--- config.mk ---
export PLATFORM = sky130hd
export DESIGN_NAME = dec_mult_seq
export DESIGN_NICKNAME = d
export VERILOG_FILES = /design/src/rtl/dec_mult_pkg.sv /design/src/rtl/dec_mult_seq_fsm.sv /design/src/rtl/dec_mult_seq.sv
export SDC_FILE = /design/constraint.sdc
export NUM_CORES = 1
export LEC_CHECK = 0
export ABC_AREA = 0
export CELL_PAD_IN_SITES_DETAIL_PLACEMENT = 0
export CELL_PAD_IN_SITES_GLOBAL_PLACEMENT = 1
export CORE_MARGIN = 1.5
export CORE_UTILIZATION = 29
export DETAILED_ROUTE_END_ITERATION = 16
export GPL_ROUTABILITY_DRIVEN = 0
export PLACE_DENSITY = 0.82
export SETUP_SLACK_MARGIN = 0.4
export SLEW_MARGIN = 10
export SYNTH_ARGS = -nofsm -noshare
export SYNTH_HDL_FRONTEND = slang
export SYNTH_SLANG_ARGS = --single-unit
--- constraint.sdc ---
create_clock -name clk -period 1.5 [get_ports clk]
set_input_delay 0.15 -clock clk [delete_from_list [all_inputs] [get_ports clk]]
set_output_delay 0.15 -clock clk [all_outputs]
set_load 0.005 [all_outputs]
--- src/rtl/dec_mult_pkg.sv ---
// dec_mult_pkg: shared states, widths and BCD digit-validity helpers for the decimal multiplier sequencer
package dec_mult_pkg;
  localparam int DIGITS = 4;
  localparam int BCD_W = 16;
  localparam int PROD_W = 32;
  typedef enum logic [2:0] {S_IDLE, S_REC_A, S_REC_B, S_ISSUE, S_DRAIN, S_DONE} state_e;
  function automatic logic digit_ok(input logic [3:0] d);
    return d <= 4'd9;
  endfunction
  function automatic logic operand_ok(input logic [BCD_W-1:0] v);
    logic ok;
    ok = 1'b1;
    for (int i = 0; i < DIGITS; i++) ok &= digit_ok(v[4*i +: 4]);
    return ok;
  endfunction
endpackage

--- src/rtl/dec_mult_seq_fsm.sv ---
// dec_mult_seq_fsm: state register, digit and drain counters; start_i/ok_i/out_ready_i in, state_o/digit_o/latch_o out
module dec_mult_seq_fsm
  import dec_mult_pkg::*;
#(
  parameter int ACC_LAT = 1
) (
  input  logic       clk,
  input  logic       rst,
  input  logic       start_i,
  input  logic       ok_i,
  input  logic       out_ready_i,
  output state_e     state_o,
  output logic [1:0] digit_o,
  output logic       latch_o
);
  localparam logic [1:0] DIGIT_LAST = 2'(DIGITS - 1);
  localparam logic [2:0] DRAIN_LAST = 3'(ACC_LAT - 1);
  state_e state_q, state_d;
  logic [1:0] dig_q, dig_d;
  logic [2:0] drn_q, drn_d;
  always_comb begin
    state_d = state_q;
    dig_d = dig_q;
    drn_d = drn_q;
    latch_o = 1'b0;
    case (state_q)
      S_IDLE: state_d = start_i ? (ok_i ? S_REC_A : S_DONE) : S_IDLE;
      S_REC_A: state_d = S_REC_B;
      S_REC_B: begin
        state_d = S_ISSUE;
        dig_d = '0;
      end
      S_ISSUE: begin
        dig_d = dig_q + 2'd1;
        drn_d = '0;
        if (dig_q == DIGIT_LAST) begin
          state_d = ACC_LAT == 0 ? S_DONE : S_DRAIN;
          latch_o = ACC_LAT == 0;
        end
      end
      S_DRAIN: begin
        drn_d = drn_q + 3'd1;
        if (drn_q == DRAIN_LAST) begin
          state_d = S_DONE;
          latch_o = 1'b1;
        end
      end
      S_DONE: state_d = out_ready_i ? S_IDLE : S_DONE;
      default: state_d = S_IDLE;
    endcase
  end
  always_ff @(posedge clk) begin
    if (rst) begin
      state_q <= S_IDLE;
      dig_q <= '0;
      drn_q <= '0;
    end else begin
      state_q <= state_d;
      dig_q <= dig_d;
      drn_q <= drn_d;
    end
  end
  assign state_o = state_q;
  assign digit_o = dig_q;
endmodule

--- src/rtl/dec_mult_seq.sv ---
// dec_mult_seq: BCD multiply sequencer; operands in (in_valid/in_ready, a_bcd, b_bcd), shared recoder (rec_in/rec_out), datapath control (mcand_5421, pp_*, acc_*, acc_result), result out (out_valid/out_ready, prod, err)
module dec_mult_seq
  import dec_mult_pkg::*;
#(
  parameter int ACC_LAT = 1
) (
  input  logic              clk,
  input  logic              rst,
  input  logic              in_valid,
  output logic              in_ready,
  input  logic [BCD_W-1:0]  a_bcd,
  input  logic [BCD_W-1:0]  b_bcd,
  output logic [BCD_W-1:0]  rec_in,
  input  logic [BCD_W-1:0]  rec_out,
  output logic [BCD_W-1:0]  mcand_5421,
  output logic [3:0]        pp_digit,
  output logic              pp_en,
  output logic              acc_clr,
  output logic              acc_shift,
  input  logic [PROD_W-1:0] acc_result,
  output logic              out_valid,
  input  logic              out_ready,
  output logic [PROD_W-1:0] prod,
  output logic              err
);
  state_e state;
  logic [1:0] digit;
  logic latch, start, ok, issue;
  logic [BCD_W-1:0] a_q, a_d, b_q, b_d, mcand_q, mcand_d, b5421_q, b5421_d;
  logic [PROD_W-1:0] prod_q, prod_d;
  logic err_q, err_d;
  dec_mult_seq_fsm #(.ACC_LAT(ACC_LAT)) u_fsm (
    .clk(clk),
    .rst(rst),
    .start_i(start),
    .ok_i(ok),
    .out_ready_i(out_ready),
    .state_o(state),
    .digit_o(digit),
    .latch_o(latch)
  );
  assign in_ready = state == S_IDLE;
  assign start = in_valid && in_ready;
  assign ok = operand_ok(a_bcd) && operand_ok(b_bcd);
  assign issue = state == S_ISSUE;
  always_comb begin
    a_d = start ? a_bcd : a_q;
    b_d = start ? b_bcd : b_q;
    mcand_d = state == S_REC_A ? rec_out : mcand_q;
    b5421_d = state == S_REC_B ? rec_out : b5421_q;
    err_d = start ? !ok : err_q;
    prod_d = start && !ok ? '0 : latch ? acc_result : prod_q;
  end
  always_ff @(posedge clk) begin
    if (rst) begin
      a_q <= '0;
      b_q <= '0;
      mcand_q <= '0;
      b5421_q <= '0;
      prod_q <= '0;
      err_q <= 1'b0;
    end else begin
      a_q <= a_d;
      b_q <= b_d;
      mcand_q <= mcand_d;
      b5421_q <= b5421_d;
      prod_q <= prod_d;
      err_q <= err_d;
    end
  end
  assign rec_in = state == S_REC_A ? a_q : state == S_REC_B ? b_q : '0;
  assign pp_digit = issue ? b5421_q[{digit, 2'b00} +: 4] : 4'd0;
  assign pp_en = issue && pp_digit != 4'd0;
  assign acc_shift = issue && digit != 2'd0;
  assign acc_clr = start && ok;
  assign out_valid = state == S_DONE;
  assign mcand_5421 = mcand_q;
  assign prod = prod_q;
  assign err = err_q;
endmodule

# Word-level counts from Yosys, hierarchy flattened
# Index checks and enable logic that the tools add are counted.
# totals
register_bits	105
latchBits	0
ram_bits	0
mem_bits_ro	0
wordCells	62
memories	0
# op_classes
addsub	2
n_mul	0
div_mod_pow	0
magnitude_cmp	8
eq_ne	8
shift	1
muxes	13
n_bitwise	6
reduce_logical	15
# op_table
cell	count
4-bit <= comparator (second input constant)	8
16-bit 2-to-1 mux	2
3-bit one-hot mux with 6 select lines	1
16-bit by 5-bit indexed part select with 4-bit output	1
3-bit 2-to-1 mux	5
1-bit bitwise AND	6
3-bit by 2-bit == test with 1-bit output (second input constant)	2
3-bit == test (second input constant)	2
1-bit logical AND	6
3-bit logical NOT	2
3-bit one-hot mux with 2 select lines	1
2-bit nonzero test	3
4-bit 2-to-1 mux	1
2-bit by 1-bit != test with 1-bit output (second input constant)	2
2-bit one-hot mux with 2 select lines	1
4-bit nonzero test	1
3-bit by 1-bit adder with 3-bit output (second input constant)	1
3-bit by 1-bit == test with 1-bit output (second input constant)	1
2-bit by 1-bit adder with 2-bit output (second input constant)	1
2-bit == test (second input constant)	1
1-bit 2-to-1 mux	2
2-bit AND reduction	1
2-bit OR reduction	1
1-bit logical NOT	1

# Logic depth before layout (Yosys ltp)
# logic_depth
word_depth	8
depth_mapped	7
mapped_depth_nobuf	6

# Cells and area by module
# From an unflattened synthesis, not the netlist that was laid out.
# hier_totals
cells_unflattened	504
hier_area_um2	4489.3
# by_module_without_submodules
module	n_inst	cells_per_inst	area_per_inst_um2
dec_mult_seq	1	442	3995.1
dec_mult_seq_fsm	1	62	494.2

# Least setup slack after synthesis
# OpenSTA, ideal clock, no wires.
# synth_timing
path_kind	register -> output
start	register u_fsm.dig_q[1], in the netlist u_fsm.digit_o[1]
end	output pp_en
arrival_ns	1.357
required_ns	1.350
slack_ns	-0.007
path_stages_with_launch	5
path_buffers	1
cell_sequence	dfxtp_1 > clkbuf_1 > mux4_1 > nor4_1 > nor2_1
# synth_via
elab_chain_cells	4
# synth_lines
item	line_no	rtl
start: declaration	dec_mult_seq_fsm.sv:19	logic [1:0] dig_q, dig_d;
start signal: assignment	dec_mult_seq_fsm.sv:59	dig_q <= dig_d;
16-bit by 5-bit indexed part select with 4-bit output	dec_mult_seq.sv:72	assign pp_digit = issue ? b5421_q[{digit, 2'b00} +: 4] : 4'd0;
4-bit 2-to-1 mux	dec_mult_seq.sv:72	
4-bit nonzero test	dec_mult_seq.sv:73	assign pp_en = issue && pp_digit != 4'd0;
1-bit logical AND	dec_mult_seq.sv:73	
end: declaration	dec_mult_seq.sv:17	output logic pp_en,
# Every way passes these cells.

# Final worst setup path
# layout_timing
start	register u_fsm.dig_q[0], in the netlist u_fsm.digit_o[0]
end	output pp_en
# Same word-level chain as after synthesis.

==> impl_metrics.py <==
metrics = {
    "status": {
        "outcome": "finished with violations",
        "failed_checks": "setup timing",
    },
    "die": {
        "coreArea_um2": 14600,
        "rows": 44,
        "dieWidth_um": 125,
        "initial_core_util_pct": 29.8,
        "die_area_um2": 15700,
        "fp.dieH_um": 125,
        "io_pins": 158,
    },
    "power": {
        "p_sw_mw": 5.12,
        "p_int_mw": 8.98,
        "seq_power_share_pct": 27.2,
        "powerDensity_nw_per_um2": 1630,
        "ir_drop_mv": 0.793,
        "power_mw": 14.1,
        "power.share.clock_pct": 17.4,
        "p_comb_share_pct": 55.4,
        "p_leak_nw": 3.52,
        "p_sw_share_pct": 36.3,
    },
    "timing": {
        "finalCritPeriodShare_pct": 125,
        "slew_violations": 0,
        "finalSetupViolCount": 108,
        "grt_setup_unrepaired": "yes",
        "hold_slack_ns": 0.320,
        "worstMarginPinSlew_ns": 0.655,
        "finalCriticalPeriod_ns": 1.87,
        "final-hold-violation-count": 0,
        "max_freq_mhz": 533,
        "setup_ws_ns": -0.375,
        "skew_ns": 0.00869,
        "relSlewSlack_pct": 56.3,
    },
    "synthesis": {
        "synth_area_per_cell_um2": 8.56,
        "syn-cell-area_um2": 4340,
        "syn_nets": 595,
        "yosysWarnings": 0,
        "syn_inst": 507,
        "ys_ff_latch": 105,
        "synth_cell_type_count": 35,
        "seq_area_frac_synth_pct": 48.4,
    },
    "global_route": {
        "grtUsageTotal_pct": 18.7,
        "antenna_found_initial": 0,
        "grt-ovfl-total": 0,
        "grt_pass1_wl_um": 23700,
        "grt_max_degree": 42,
        "grt_pass1_vias": 4632,
    },
    "placement": {
        "place_area_um2": 6460,
        "post-place-ws_ns": -0.543,
        "dpl.hpwl_um": 9020,
        "portBuffers": 157,
    },
    "critical_path": {
        "worstPathMaxFanout": 3,
        "end_kind": "output port",
        "rrSetupSlack_ns": -0.15,
        "crit_type": "reg -> out",
        "cp.arrival_ns": 1.72,
        "cp.required_ns": 1.35,
        "cp-start-kind": "register",
    },
    "finish": {
        "final_common_cell": "clkdlybuf4s50_1",
        "final_cell_mix": "82 x clkdlybuf4s50_1, 63 x a21oi_2, 62 x dfxtp_1, 53 x nand2_1, 45 x buf_6",
        "antenna_cells": 0,
        "synthToLayoutAreaGrowth_pct": 99.2,
        "fin_util_pct": 59.3,
        "finalInstanceArea_um2": 8640,
        "drive_above_1_share_pct": 57.6,
        "fill_cells": 1162,
        "multi_input_area_um2": 3250,
        "regArea_um2": 2170,
        "final_nets": 829,
    },
    "drt": {
        "via_per_inst": 4.96,
        "ant_nets": 0,
        "routed_wl_um": 15800,
        "first_pass_iters": 4,
        "drtIter0Drc": 200,
        "drc": 0,
        "routedWlPerCell_um": 17.0,
        "vias": 4615,
    },
    "cts": {
        "cts_made_buffers": 9,
        "cts.sinks": 105,
        "clk_pin_slew_ns": 0.07,
        "insertion_delay_ns": 0.35,
        "clockRootBuffer": "clkbuf_16",
        "tritoncts": "done",
        "clock_path_buffers": 2,
        "cts_hold_buf": 0,
        "cts_htree_levels": 3,
    },
    "flow_run": {
        "maxCapViolCount": 0,
    },
    "worst_hold_path": {
        "min_path_type": "in -> reg",
    },
}
==> path summary, 6_finish.rpt <==
check,from,endpoint,depth (start not counted)
setup / recovery,u_fsm.digit_o[0],pp_en,4
hold / removal,rst,b_q[2],2
setup reg to reg,u_fsm.state_o[0],prod[25],9
hold reg to reg,mcand_5421[10],mcand_5421[10],2
==> layer usage <==
layer / GRT usage [%] / routed length (um) / vias up
met5: 0 / 0 / -
met4: 6.48 / 264 / 0
met3: 3.72 / 893 / 19
met2: 31.6 / 7890 / 153
met1: 23.8 / 6770 / 2227
li1: - / - / 2216
==> area by class of cell <==
type	count	share of cell area, %
repair buffers	259	30.8
clock inverters	7	0.912
clock buffers	9	2.61
well taps	184	2.66
inverters	7	0.391
multi-input cells	359	37.6
flip-flops and latches	105	25.1
==> metrics by stage <==
stage	instances	setup TNS [ns]
finish	930	-12.51
global route	930	-20.28
CTS	901	-9.07
detailed placement	841	-16.78
global placement	841	-15.38
floorplan	507	0
==> sequential cells by signal (all words and copies together) (netlist names) <==
| register | count |
|---|---|
| prod | 32 |
| a_q | 16 |
| b5421_q | 16 |
| b_q | 16 |
| mcand_5421 | 16 |
| u_fsm.drn_q | 3 |
| u_fsm.state_o | 3 |
| u_fsm.digit_o | 2 |
| err | 1 |
==> cell usage after synthesis (all sizes together) <==
cell type | number | share of area [%]
nand2 | 134 | 12
dfxtp | 105 | 48
a21oi | 70 | 8.1
nor3 | 40 | 5.0
mux2i | 32 | 7.4
buf | 22 | 3.5
clkbuf | 20 | 1.7
a22o | 16 | 3.2
nor2 | 14 | 1.2
o21ai | 9 | 1.0
inv | 7 | 0.61
nor2b | 5 | 0.72
ha | 4 | 1.2
mux4 | 4 | 2.3
nor4 | 4 | 0.58
and3 | 3 | 0.43
a31oi | 2 | 0.29
and2 | 2 | 0.29
nand3 | 2 | 0.35
nand3b | 2 | 0.35
nand4 | 2 | 0.29
o31ai | 2 | 0.35
a22oi | 1 | 0.17
nand2b | 1 | 0.14
o21a | 1 | 0.20
o311a | 1 | 0.23
or3 | 1 | 0.14
or3b | 1 | 0.20
==> what timing repair did <==
action                     CTS  global route
pin swaps                  110            91
cloned                      11             3
setup endpoints to repair  179           157
resized for setup          369           196
setup buffers               33            26
hold endpoints to repair     0             0
==> power by group through the flow <==
stage / Sequential (mW) / Clock, mW / Combinational [mW]
2_1_floorplan: 3.71 / 0 / 2.95
3_3_place_gp: 3.74 / 0 / 4.20
6_report: 3.84 / 2.45 / 7.82
3_5_place_dp: 3.77 / 0 / 4.26
5_1_grt: 3.90 / 2.62 / 8.25
4_1_cts: 3.79 / 2.49 / 6.17
==> cells by family (layout without fill, tap and decap cells) <==
group / Yosys count / after routing / share of synthesized area (%)
adders and majority gates: 4 / 4 / 1.15
DFF: 105 / 105 / 48.4
muxes: 36 / 36 / 9.71
buffers and inverters: 49 / 282 / 5.85
and+or+nand+nor: 211 / 215 / 21.3
AOI/OAI and AO/OA: 102 / 104 / 13.6
==> worst max-delay path, stage by stage, from the launching register on <==
cell and delay, ns:
dfxtp_4 0.37, mux4_2 0.54, nor4_2 0.26, nor2_1 0.08, buf_2 0.13
Power figures use the tool's default switching activity.
==> variant 1, RTL diff (same flow settings) <==
The 6 states of `state_e` get a one-hot encoding in 6 bits.
--- a/src/rtl/dec_mult_pkg.sv
+++ b/src/rtl/dec_mult_pkg.sv
@@ -5,3 +5,3 @@
   localparam int PROD_W = 32;
-  typedef enum logic [2:0] {S_IDLE, S_REC_A, S_REC_B, S_ISSUE, S_DRAIN, S_DONE} state_e;
+  typedef enum logic [5:0] {S_IDLE = 6'b000001, S_REC_A = 6'b000010, S_REC_B = 6'b000100, S_ISSUE = 6'b001000, S_DRAIN = 6'b010000, S_DONE = 6'b100000} state_e;
   function automatic logic digit_ok(input logic [3:0] d);
Formal check against the unedited RTL: no difference found for any inputs over 10 cycles, from zero or initial values and one cycle with rst high; not proved beyond that.
==> variant 1 against the original RTL <==
- the run still ends with negative setup slack left
- wire length rose by 5.3%
- final area rose by 0.68%
- global-route usage barely moved
- sequential cell count rose by 3
- register-to-register slack got worse by 0.27 ns
- fmax fell by 4.9%
- worst setup slack got worse by 0.097 ns
- final cell count rose by 2.2%
- synthesized area rose by 2.7%
- highest routed layer unchanged
Power is not compared: it rests on default switching activity, and its combinational part moved more than twofold at a synthesized area within 25%.
==> variant 1: results (changes against the original RTL) <==
The checks that failed: negative setup slack. First-iteration detailed-routing DRC count: 158 (-21%). The tools report the setup slack at placement as -0.657 ns (-0.114 ns). In this design, the largest share of critical-path delay is due to simple AND/OR/NAND/NOR gates.

The fraction of the mapped netlist area in compound gates was 0.137 (+0.00127). The post-placement cell area is 6480 um^2 (+0.29%). Setup-violating endpoint count in the final report: 116 (+7.4%).

The tools report the count of distinct cell types in the synthesized netlist as 40 (+14%). The total number of nets in the final design was 845 (+1.9%); the post-synthesis share of cell area spent on xor and xnor gates was 0.00197 (+0.00197). By count the netlist is led by 134 x nand2_1, 108 x dfxtp_1, 70 x a21oi_1, 36 x nor3_1, 32 x mux2i_1.

The average wire per standard cell works out to 17.5 um (+3.0%). By area the synthesized netlist is led by dfxtp_1 49%, nand2_1 11%, a21oi_1 7.9%. The net switching fraction of the power was 0.262. For the largest net degree at the start of global routing, the log shows 48 (+14%). The global-route wire length before repair is 23500 um (-0.70%).

The post-synthesis mux area share is 0.0921 (-0.00504), and the arrival time at the worst endpoint is 1.82 ns (+0.10 ns). The tools report the net count after synthesis as 597 (+0.34%). Gate count of the mapped netlist: 509 (+0.39%). The logs give 0.187 (about the same) for the overall track demand over capacity in global routing and 0.765 (+0.202) for the relative slew slack. The clock reaches the later pin of the worst-skew pair after 0.36 ns.

The tree is rooted in a clkbuf_16. The critical-path maximum fanout was 8 (+5). The fraction of the mapped netlist area in adder cells is 0.0112 (-0.000298). The tools report the share of the yosys chip area belonging to registers as 0.485 (+0.000968). The via density per instance was 5.02 (+1.2%); the post-DP HPWL was 9390 um (+4.1%). The most used flip-flop cell after synthesis is dfxtp_1. The largest individual stage delay along the critical path comes from the cell dfxtp_4.

The tightest min-delay check is of the input port to flop type. The total instance count after detailed placement was 862 (+2.5%); the via count of the first global-routing pass was 4629 (-0.065%). The smallest setup slack after layout came out at -0.472 ns (-0.0974 ns). The run finished, with violations left. The delay contributed by the slowest stage of the critical path works out to 0.37 ns (-0.17 ns). The logs give 0.0119 ns (+0.00324 ns) for the worst clock skew and 950 (+2.2%) for the final instance count without filler cells. The fraction of final layout cells with drive strength greater than 1 is 0.491 (-0.0856), and the filler cell count in the final layout is 1245 (+7.1%).
variant 1: logic make-up (layout without fill, tap and decap cells):
family / after synthesis / after routing
simple gates: 212 / 212
flops: 108 / 108
compound gates: 104 / 106
buf+inv: 44 / 295
mux: 36 / 36
fa+ha+maj: 4 / 4
xor+xnor: 1 / 1
variant 1: stage by stage:
step | TNS, ns | hold WS [ns]
floorplan | 0 | 0.281
global placement | -24.32 | 0.441
detailed placement | -24.80 | 0.446
CTS | -29.63 | 0.188
global route | -35.73 | 0.198
finish | -28.61 | 0.197
variant 1: routing by layer:
| layer | up-vias | part of all wire | global-route usage |
|---|---|---|---|
| li1 | 2272 | - | - |
| met1 | 2332 | 0.39 | 0.211 |
| met2 | 139 | 0.54 | 0.343 |
| met3 | 26 | 0.045 | 0.0413 |
| met4 | 0 | 0.020 | 0.0695 |
| met5 | - | 0 | 0 |
variant 1: layout make-up:
type                            count  area (um^2)  area share
Tap cell                          188          235      0.0270
Inverter                            5         18.8     0.00216
Timing Repair Buffer              274         2920       0.335
Sequential cell                   108         2230       0.256
Multi-Input combinational cell    359         3020       0.347
Clock buffer                       12          256      0.0295
Clock inverter                      4         31.3     0.00359
variant 1: what timing repair did:
item / 4_1_cts / 5_1_grt
pin swaps: 63 / 117
setup endpoints to repair: 182 / 172
setup buffers: 37 / 16
resized for setup: 313 / 220
hold endpoints to repair: 0 / 0
cloned: 14 / 5
variant 1: power by group through the flow:
| stage | combinational, mW | clock (mW) | sequential, mW |
|---|---|---|---|
| 4_1_cts | 0.957 | 2.36 | 2.98 |
| 5_1_grt | 1.22 | 2.48 | 2.98 |
| 3_5_place_dp | 0.660 | 0 | 3.05 |
| 2_1_floorplan | 0.305 | 0 | 3.03 |
| 6_report | 1.16 | 2.32 | 2.98 |
| 3_3_place_gp | 0.653 | 0 | 3.04 |
variant 1: path summary, 6_finish.rpt:
kind	start	to	cells past startpoint	slack, ns
hold reg to reg	mcand_5421[8]$_SDFFE_PP0P_	mcand_5421[8]$_SDFFE_PP0P_	2	0.46
hold / removal	rst	b_q[8]$_SDFFE_PP0P_	2	0.20
setup / recovery	u_fsm.state_o[2]$_SDFFE_PP0P_	rec_in[12]	7	-0.47
setup reg to reg	u_fsm.state_o[2]$_SDFFE_PP0P_	prod[3]$_SDFFE_PP0P_	10	-0.42
==> variant 2, RTL diff (config.mk and constraints unchanged) <==
Without the edit above. Change the package constant `DIGITS` from 4 to 6.
--- a/src/rtl/dec_mult_pkg.sv
+++ b/src/rtl/dec_mult_pkg.sv
@@ -2,3 +2,3 @@
 package dec_mult_pkg;
-  localparam int DIGITS = 4;
+  localparam int DIGITS = 6;
   localparam int BCD_W = 16;
Formal check against the unedited RTL: not equivalent (Yosys sat finds a counterexample within 4 cycles, from zero or initial values and one cycle with rst high).
==> variant 2 against the original RTL <==
- largest cell class is now non-clock buffers
- critical path type unchanged
- synthesized area decreased by 3.7%
- wire length is essentially flat
- the flow still finishes with violations (negative setup slack)
- power decreased by 9.9%
- worst setup slack got worse by 0.14 ns
- final area is 0.90% lower
- sequential power is 4% lower
- critical endpoint unchanged
- clock power decreased by 7%
- sequential cell count did not move
==> variant 2: results (changes against the original RTL) <==
The flow ran to the end, but the final reports show violations. The checks that failed: negative setup slack. In this run the critical register-to-register path is launched from u_fsm.state_o[1]$_SDFFE_PP0P_.

The arrival time at the worst endpoint came out at 1.87 ns (+0.15 ns). The via count of the first global-routing pass came out at 4311 (-6.9%). The initial antenna violation count was 1 (+1); the global-route wire length before repair was 21900 um (-7.4%). The worst clock skew came out at 0.00670 ns (-0.00199 ns). The critical-path maximum fanout is 6 (+3), and the setup slack at placement is -0.495 ns (+0.0483 ns). The overall track demand over capacity in global routing is 0.191 (+0.00387), and the final instance count without filler cells is 939 (+0.97%). The setup-violating endpoint count in the final report is 125 (+16%), and the static leakage is 3.52 nW (+0.12%). The gate count of the mapped netlist is 519 (+2.4%), and the fraction of final layout cells with drive strength greater than 1 is 0.569 (-0.00781). The share of the yosys chip area belonging to registers came out at 0.503 (+0.0184).

For the smallest setup slack after layout, the log shows -0.516 ns (-0.141 ns). For the net switching power figure, the log shows 4.54 mW (-11%). The count of buffers from port buffering is 156 (-0.64%), and the first-iteration detailed-routing DRC count is 149 (-26%). The run gives 607 (+2.0%) as the net count after synthesis. The worst voltage drop across the vdd grid is 0.947 mV (+20%). The commonest cells after synthesis are 198 x nand2_1, 105 x dfxtp_1, 100 x a21oi_1, 18 x buf_2, 17 x a22o_1. For the total instance count after detailed placement, the log shows 843 (+0.24%).

For the sum of negative setup slack, the log shows -25.17 ns (-12.66 ns).
[variant 2: cells by family (layout without fill, tap and decap cells)]
| kind of cell | count (synthesis) | in the layout | share of synthesized area |
|---|---|---|---|
| AOI/OAI and AO/OA | 124 | 124 | 0.168 |
| adders and majority gates | 4 | 4 | 0.0120 |
| xor gates and xnor gates | 1 | 1 | 0.00209 |
| DFF | 105 | 105 | 0.503 |
| muxes | 5 | 5 | 0.0239 |
| other | 1 | 2 | 0.000897 |
| buffers and inverters | 47 | 286 | 0.0575 |
| and+or+nand+nor | 232 | 232 | 0.233 |
[variant 2: path summary, 6_finish.rpt]
| path | cells past startpoint | slack, ns | end |
|---|---|---|---|
| worst min register to register | 2 | 0.45 | mcand_5421[7]$_SDFFE_PP0P_ |
| worst max register to register | 9 | -0.26 | a_q[8]$_SDFFE_PP0P_ |
| worst max-delay path | 4 | -0.52 | pp_en |
| worst min-delay path | 2 | 0.22 | mcand_5421[11]$_SDFFE_PP0P_ |
[variant 2: layout make-up]
class	instances	area [um^2]	area share
Multi-Input combinational cell	367	2930	0.342
Inverter	6	30.0	0.00351
Antenna cell	1	2.50	0.000292
Sequential cell	105	2170	0.253
Clock buffer	9	225	0.0263
Timing Repair Buffer	264	2940	0.343
Tap cell	180	225	0.0263
Clock inverter	7	55.1	0.00643
[variant 2: repair_timing]
action | CTS | global route
endpoints found under the setup margin | 176 | 166
cloned | 15 | 3
pin swaps | 99 | 109
buffers inserted | 39 | 22
resized for setup | 376 | 231
[variant 2: routing by layer]
metal / routed length (um) / vias to the layer above / global-route usage
met5: 0 / - / 0
met4: 484 / 0 / 0.0898
met3: 778 / 29 / 0.0387
met2: 7820 / 152 / 0.330
met1: 6740 / 2245 / 0.227
li1: - / 2190 / -
[variant 2: power groups by stage]
stage / Clock, mW / Combinational (mW) / Sequential, mW
floorplan: 0 / 1.99 / 3.59
global placement: 0 / 3.20 / 3.59
detailed placement: 0 / 3.24 / 3.62
CTS: 2.33 / 5.40 / 3.62
global route: 2.43 / 7.14 / 3.73
finish: 2.28 / 6.75 / 3.68
[variant 2: worst register-to-register path, cell delays in order (launching register included)]
cell and delay (ns):
dfxtp_4 0.37, buf_6 0.12, buf_6 0.11, buf_8 0.12, nor3_4 0.24, and2_4 0.26
buf_12 0.13, clkbuf_16 0.17, nand2_2 0.07, a21oi_2 0.12
